File: src/rtl/uplus_eth_link_supervisor.sv
// uplus_eth_link_supervisor: QPLL/channel reset sequencer with lock retry, link debounce and per-channel watchdog
module uplus_eth_link_supervisor #(
    parameter int unsigned P_CHANNEL_NUM     = 3,
    parameter logic [23:0] P_QPLL_RST_CYCLES = 24'd100,
    parameter logic [23:0] P_CHAN_RST_CYCLES = 24'd100,
    parameter logic [23:0] P_LOCK_TIMEOUT    = 24'd1_000_000,
    parameter logic [23:0] P_LINK_TIMEOUT    = 24'd10_000_000,
    parameter logic [23:0] P_DEBOUNCE        = 24'd1000
) (
    input  logic                     i_dclk,
    input  logic                     i_sys_reset_n,
    input  logic                     i_qpll_lock,
    input  logic [P_CHANNEL_NUM-1:0] i_stat_rx_status,
    input  logic [P_CHANNEL_NUM-1:0] i_chan_enable,
    input  logic                     i_force_reset,
    output logic                     o_qpll_reset,
    output logic [P_CHANNEL_NUM-1:0] o_chan_reset,
    output logic [P_CHANNEL_NUM-1:0] o_link_up,
    output logic                     o_all_link_up,
    output logic [7:0]               o_retry_cnt,
    output logic [2:0]               o_state
);
    typedef enum logic [2:0] {
        S_IDLE      = 3'd0,
        S_QPLL_RST  = 3'd1,
        S_WAIT_LOCK = 3'd2,
        S_CHAN_RST  = 3'd3,
        S_RUN       = 3'd4
    } state_t;

    state_t                   r_state, w_next;
    logic [1:0]               r_lock_sync;
    logic [P_CHANNEL_NUM-1:0] r_stat_s1, r_stat_s2;
    logic [23:0]              r_cnt;
    logic [23:0]              r_db [P_CHANNEL_NUM];
    logic [23:0]              r_wd [P_CHANNEL_NUM];
    logic [P_CHANNEL_NUM-1:0] r_wd_rst;
    logic [23:0]              w_db_nxt [P_CHANNEL_NUM];
    logic [23:0]              w_wd_nxt [P_CHANNEL_NUM];
    logic [P_CHANNEL_NUM-1:0] w_wd_rst_nxt, w_link_nxt, w_chan_rst_nxt;
    logic                     w_lock, w_force, w_restart, w_active, w_retry_inc;

    assign w_lock    = r_lock_sync[1];
    assign w_force   = i_force_reset && (r_state != S_IDLE);
    assign w_restart = w_force || (w_next != r_state);
    assign w_active  = (r_state == S_RUN) && (w_next == S_RUN);
    assign o_state   = r_state;

    // Two-flop synchronisers for the asynchronous lock and link status inputs
    always_ff @(posedge i_dclk or negedge i_sys_reset_n) begin
        if (!i_sys_reset_n) begin
            r_lock_sync <= '0;
            r_stat_s1   <= '0;
            r_stat_s2   <= '0;
        end else begin
            r_lock_sync <= {r_lock_sync[0], i_qpll_lock};
            r_stat_s1   <= i_stat_rx_status;
            r_stat_s2   <= r_stat_s1;
        end
    end

    // Global sequencer next state; force beats lock loss beats lock timeout
    always_comb begin
        w_next      = r_state;
        w_retry_inc = 1'b0;
        case (r_state)
            S_IDLE:      w_next = S_QPLL_RST;
            S_QPLL_RST:  w_next = (r_cnt == P_QPLL_RST_CYCLES - 24'd1) ? S_WAIT_LOCK : S_QPLL_RST;
            S_WAIT_LOCK: begin
                if (w_lock) begin
                    w_next = S_CHAN_RST;
                end else if (r_cnt == P_LOCK_TIMEOUT - 24'd1) begin
                    w_next      = S_QPLL_RST;
                    w_retry_inc = 1'b1;
                end
            end
            S_CHAN_RST:  w_next = (r_cnt == P_CHAN_RST_CYCLES - 24'd1) ? S_RUN : S_CHAN_RST;
            S_RUN: begin
                if (!w_lock) begin
                    w_next      = S_QPLL_RST;
                    w_retry_inc = 1'b1;
                end
            end
            default:     w_next = S_IDLE;
        endcase
        if (w_force) begin
            w_next      = S_QPLL_RST;
            w_retry_inc = 1'b0;
        end
    end

    // Per-channel debounce and watchdog; everything is held cleared unless staying in RUN
    always_comb begin
        for (int i = 0; i < P_CHANNEL_NUM; i++) begin
            w_db_nxt[i]     = (!w_active || !r_stat_s2[i]) ? 24'd0 :
                              (r_db[i] == P_DEBOUNCE) ? r_db[i] : r_db[i] + 24'd1;
            w_link_nxt[i]   = w_active && i_chan_enable[i] && r_stat_s2[i] && (r_db[i] >= P_DEBOUNCE - 24'd1);
            w_wd_rst_nxt[i] = 1'b0;
            w_wd_nxt[i]     = 24'd0;
            if (w_active && i_chan_enable[i]) begin
                if (r_wd_rst[i]) begin
                    w_wd_rst_nxt[i] = (r_wd[i] != P_CHAN_RST_CYCLES - 24'd1);
                    w_wd_nxt[i]     = w_wd_rst_nxt[i] ? r_wd[i] + 24'd1 : 24'd0;
                end else if (!o_link_up[i]) begin
                    w_wd_rst_nxt[i] = (r_wd[i] == P_LINK_TIMEOUT - 24'd1);
                    w_wd_nxt[i]     = w_wd_rst_nxt[i] ? 24'd0 : r_wd[i] + 24'd1;
                end
            end
            w_chan_rst_nxt[i] = (w_next != S_RUN) || !i_chan_enable[i] || w_wd_rst_nxt[i];
        end
    end

    // Sequencer state, phase counter and registered global outputs
    always_ff @(posedge i_dclk or negedge i_sys_reset_n) begin
        if (!i_sys_reset_n) begin
            r_state       <= S_IDLE;
            r_cnt         <= '0;
            o_qpll_reset  <= 1'b1;
            o_retry_cnt   <= '0;
            o_all_link_up <= 1'b0;
        end else begin
            r_state       <= w_next;
            r_cnt         <= (w_restart || r_state == S_RUN) ? 24'd0 : r_cnt + 24'd1;
            o_qpll_reset  <= (w_next == S_IDLE) || (w_next == S_QPLL_RST);
            o_retry_cnt   <= (w_retry_inc && o_retry_cnt != 8'hFF) ? o_retry_cnt + 8'd1 : o_retry_cnt;
            o_all_link_up <= (|i_chan_enable) && (&(o_link_up | ~i_chan_enable));
        end
    end

    // Per-channel counters, watchdog pulse flags and registered channel outputs
    always_ff @(posedge i_dclk or negedge i_sys_reset_n) begin
        if (!i_sys_reset_n) begin
            for (int i = 0; i < P_CHANNEL_NUM; i++) begin
                r_db[i] <= '0;
                r_wd[i] <= '0;
            end
            r_wd_rst     <= '0;
            o_link_up    <= '0;
            o_chan_reset <= '1;
        end else begin
            for (int i = 0; i < P_CHANNEL_NUM; i++) begin
                r_db[i] <= w_db_nxt[i];
                r_wd[i] <= w_wd_nxt[i];
            end
            r_wd_rst     <= w_wd_rst_nxt;
            o_link_up    <= w_link_nxt;
            o_chan_reset <= w_chan_rst_nxt;
        end
    end
endmodule

File: config.mk
export PLATFORM = sky130hd
export DESIGN_NAME = uplus_eth_link_supervisor
export DESIGN_NICKNAME = d
export VERILOG_FILES = /design/src/rtl/uplus_eth_link_supervisor.sv
export SDC_FILE = /design/constraint.sdc
export NUM_CORES = 1
export LEC_CHECK = 0
export CAP_MARGIN = 20
export CORE_AREA = 4 4 161 124
export DETAILED_ROUTE_END_ITERATION = 12
export DIE_AREA = 0 0 165 128
export DONT_BUFFER_PORTS = 1
export HOLD_SLACK_MARGIN = 0.08
export PLACE_DENSITY = 0.69
export SLEW_MARGIN = 5
export SYNTH_ARGS = -nofsm -noshare
export SYNTH_HDL_FRONTEND = slang
export SYNTH_SLANG_ARGS = --single-unit
File: constraint.sdc
create_clock -name i_dclk -period 2.8 [get_ports i_dclk]
set_clock_uncertainty 0.2 [all_clocks]
set_input_delay 0.56 -clock i_dclk [delete_from_list [all_inputs] [get_ports i_dclk]]
set_output_delay 0.56 -clock i_dclk [all_outputs]
set_load 0.01 [all_outputs]
==> metrics.md <==
| Metric | Value |
|---|---|
| Outcome | `finished, violations left` |
| Failing checks | `negative hold slack` |
| RSZ-0062 raised after global routing | `false` |
| Vias/cell | `5.596` |
| Worst vdd ir | `0.0003224 V` |
| Die Width | `165 um` |
| PD cells | `508.6 nW/um^2` |
| Post-CTS sizing | `0` |
| Netlist Area Pre-Place | `9938 um^2` |
| First-pass GRT wire length | `33.98 mm` |
| Initial DRC count | `between 600 and 700` |
| DP HPWL | `12.70 mm` |
| Slew at the pin with the worst max-slew slack | `0.5958 ns` |
| Hold WS | `-0.3705 ns` |
| Core area | `18350 um^2` |
| Syn Inst Count | `roughly 1000` |
| # setup viols final | `0` |
| Post-synth top flop | `dfrtp_1` |
| Most common cell after layout, fill and taps aside | `dfrtp_1` |
| Site Rows | `43` |
| WP data arrival | `2.51 ns` |
| Post-CTS setup buffers | `0` |
| Die area | `21120 um^2` |
| Reg-to-reg setup timing slack | `0.37 ns` |
| P&R area growth vs syn | `9.417%` |
| Detailed-route via count | `slightly above 7000` |
| Port buffer count | `0` |
| Yosys reg bits | `198` |
| Vias in the first global route | `6799` |
| Synth Area in Simple Gates | `0.2795` |
| Cts hold-fix bufs | `8` |
| CTS Sinks | `198` |
| Clock Pin Slew Worst Setup and Hold Paths | `0.07 ns` |
| Clk_lat worst skew | `0.43 ns` |
| Number of synthesis warnings | `0` |
| Hold Crit Class | `input port to asynchronous set/reset pin` |
| Synth Area in XOR/XNOR | `0.1340` |
| Crit Path Max Fanout | `24` |
| CP startpoint kind | `register` |
| Total leakage power | `4.047 nW` |
| Post-route minimum period | `2.426 ns` |
| CP Capture Type | `register` |
| Crit path required time | `2.88 ns` |
| RePlAce Congestion | `between 0.8 and 0.9` |
| N_diodes | `0` |
| Syn_area_per_cell | `9.658 um^2` |
| Number of detailed-route iterations in the first pass | `5` |
| Finished Layout Cells | `1299` |
| Syn nets | `around 1100` |
| Grt ovf | `0` |
| Delay-heaviest family, CP | `compound AO/OA/AOI/OAI gates` |
| Largest net degree at the start of global routing | `199` |
| Die height | `approximately 130 um` |
| Setup TNS | `0 ns` |
| Slew Limit Fails | `0` |
| Wire per inst | `about 15 um` |
| NumNets Final | `about 1100` |
| GR Util All Layers | `0.1958` |
| Yosys cell types | `slightly below 60` |
| CP max stage delay | `approximately 0.57 ns` |
| Clock Tree Root | `clkbuf_16` |
| Inst Count DP | `between 1000 and 1500` |
| Slew margin rel. | `0.6017` |
| Share of layout cells above drive strength 1 | `0.05989` |
| Buffers & Inverters on Critical Path | `0` |
| Max-cap violations | `0` |
| Commonest cells after routing, fill and taps aside | `dfrtp_1 (194), nor2_1 (175), xnor2_1 (100)` |
| Largest area contributor in the netlist | `dfrtp_1` |
| Top-Level Pins | `29` |
| Routed wire length | `19.67 mm` |
| Critical path's slowest cell | `o311ai_0` |
| Final Hold Viols | `198` |
| Top-area cell type share of the netlist area | `0.4885` |
| Filler cell count | `1547` |
| Largest buffer count on any clock path | `2` |
| Cell chain of the critical path | `nor4_1 -> nand3_1 -> o311ai_0 -> o21bai_4 -> nor2_1` |
| Max Clk Rate | `412.2 MHz` |
| EDFF count, synth | `0` |
| Top area cells in the synthesized netlist | `dfrtp_1 (49%), xnor2_1 (8.8%), nor2_1 (6.6%)` |
| Final setup margin | `0.3742 ns` |
| Adder-cell share of the synthesized area | `0.01385` |
| CTS tree | `yes` |
| Largest family of logic cells by synthesized area | `simple AND/OR/NAND/NOR gates` |
| Kind of critical path | `register to register` |
| Num CTS Buffers | `17` |
| Pre-CTS WS | `0.3868 ns` |
| Fraction of synthesized area in multiplexers | `0.004155` |
| Initial antenna violation count | `0` |
| Initial Util | `0.5417` |
| Compound-Gate Fraction of Synth Area | `0.04180` |
| Fin crit share | `0.8664` |
| Register area share after synthesis | `0.4991` |
| CTS H-tree depth | `4` |
| Asr flop ratio synth | `1.000` |
| Final ANT Viol Nets | `0` |
| Remaining DRCs | `0` |
-- worst paths after layout --
kind                       cells past startpoint         endpoint             start
max                                            5         r_wd[19]          r_wd[21]
min                                            0         r_wd[41]     i_sys_reset_n
max reg2reg                                    5         r_wd[19]          r_wd[21]
min reg2reg                                    0   r_lock_sync[1]    r_lock_sync[0]
max in group asynchronous                      0  o_chan_reset[0]     i_sys_reset_n
min in group i_dclk                            1     o_link_up[1]  i_chan_enable[1]
-- per-layer routing --
| layer | track usage | vias to the layer above | wire (um) |
|---|---|---|---|
| met5 | 0 | - | 0 |
| met4 | 0.04401 | 0 | 144 |
| met3 | 0.05079 | 13 | 985 |
| met2 | 0.2750 | 137 | 8232 |
| met1 | 0.3044 | 3517 | 10310 |
| li1 | - | 3602 | - |
-- synthesized netlist by cell type (18+ instances only) --
cell type / instances
dfrtp_1: 194
nor2_1: 175
nand2_1: 58
nand4_1: 38
and4_1: 18
nor4_1: 39
nand3_1: 68
inv_1: 36
xor2_1: 52
a21oi_1: 18
xnor2_1: 100
nor3_1: 78
-- where the power goes --
part / total (mW) / switching, mW / internal (mW)
logic: 0.0768 / 0.0345 / 0.0422
registers: 2.92 / 0.0333 / 2.89
clock network: 2.53 / 1.08 / 1.46
-- cell type report --
cell class                      count  area (um^2)  share of cell area
Multi-Input combinational cell    768         4703              0.4325
Clock buffer                       21        460.4             0.04234
Timing Repair Buffer               18        155.1             0.01427
Clock inverter                     11        151.4             0.01392
Tap cell                          247        309.0             0.02842
Sequential cell                   198         4960              0.4561
Inverter                           36        135.1             0.01243
-- sequential cells by signal, indices dropped and copies added, names as in the netlist --
signal,count
o_all_link_up,1
o_qpll_reset,1
r_wd,72
r_cnt,24
o_chan_reset,3
r_stat_s2,3
o_state,3
o_link_up,3
r_stat_s1,3
o_retry_cnt,8
r_lock_sync,2
r_wd_rst,3
r_db,72
-- stage by stage --
stage                     instance area, um^2  power, mW  utilization
after global placement                  10180      3.039       0.5550
final                                   10870      5.531       0.5927
after CTS                               10870      5.580       0.5927
after detailed placement                10180      3.041       0.5550
after floorplan                          9938      3.028            -
after global routing                    10870      5.730       0.5927
-- logic make-up after synthesis --
kind of cell	after synthesis
compound gates	58
xor+xnor	152
fa+ha+maj	11
buf+inv	63
flops	198
mux	4
simple gates	543
Note: power is estimated with default switching activity, not from simulation.
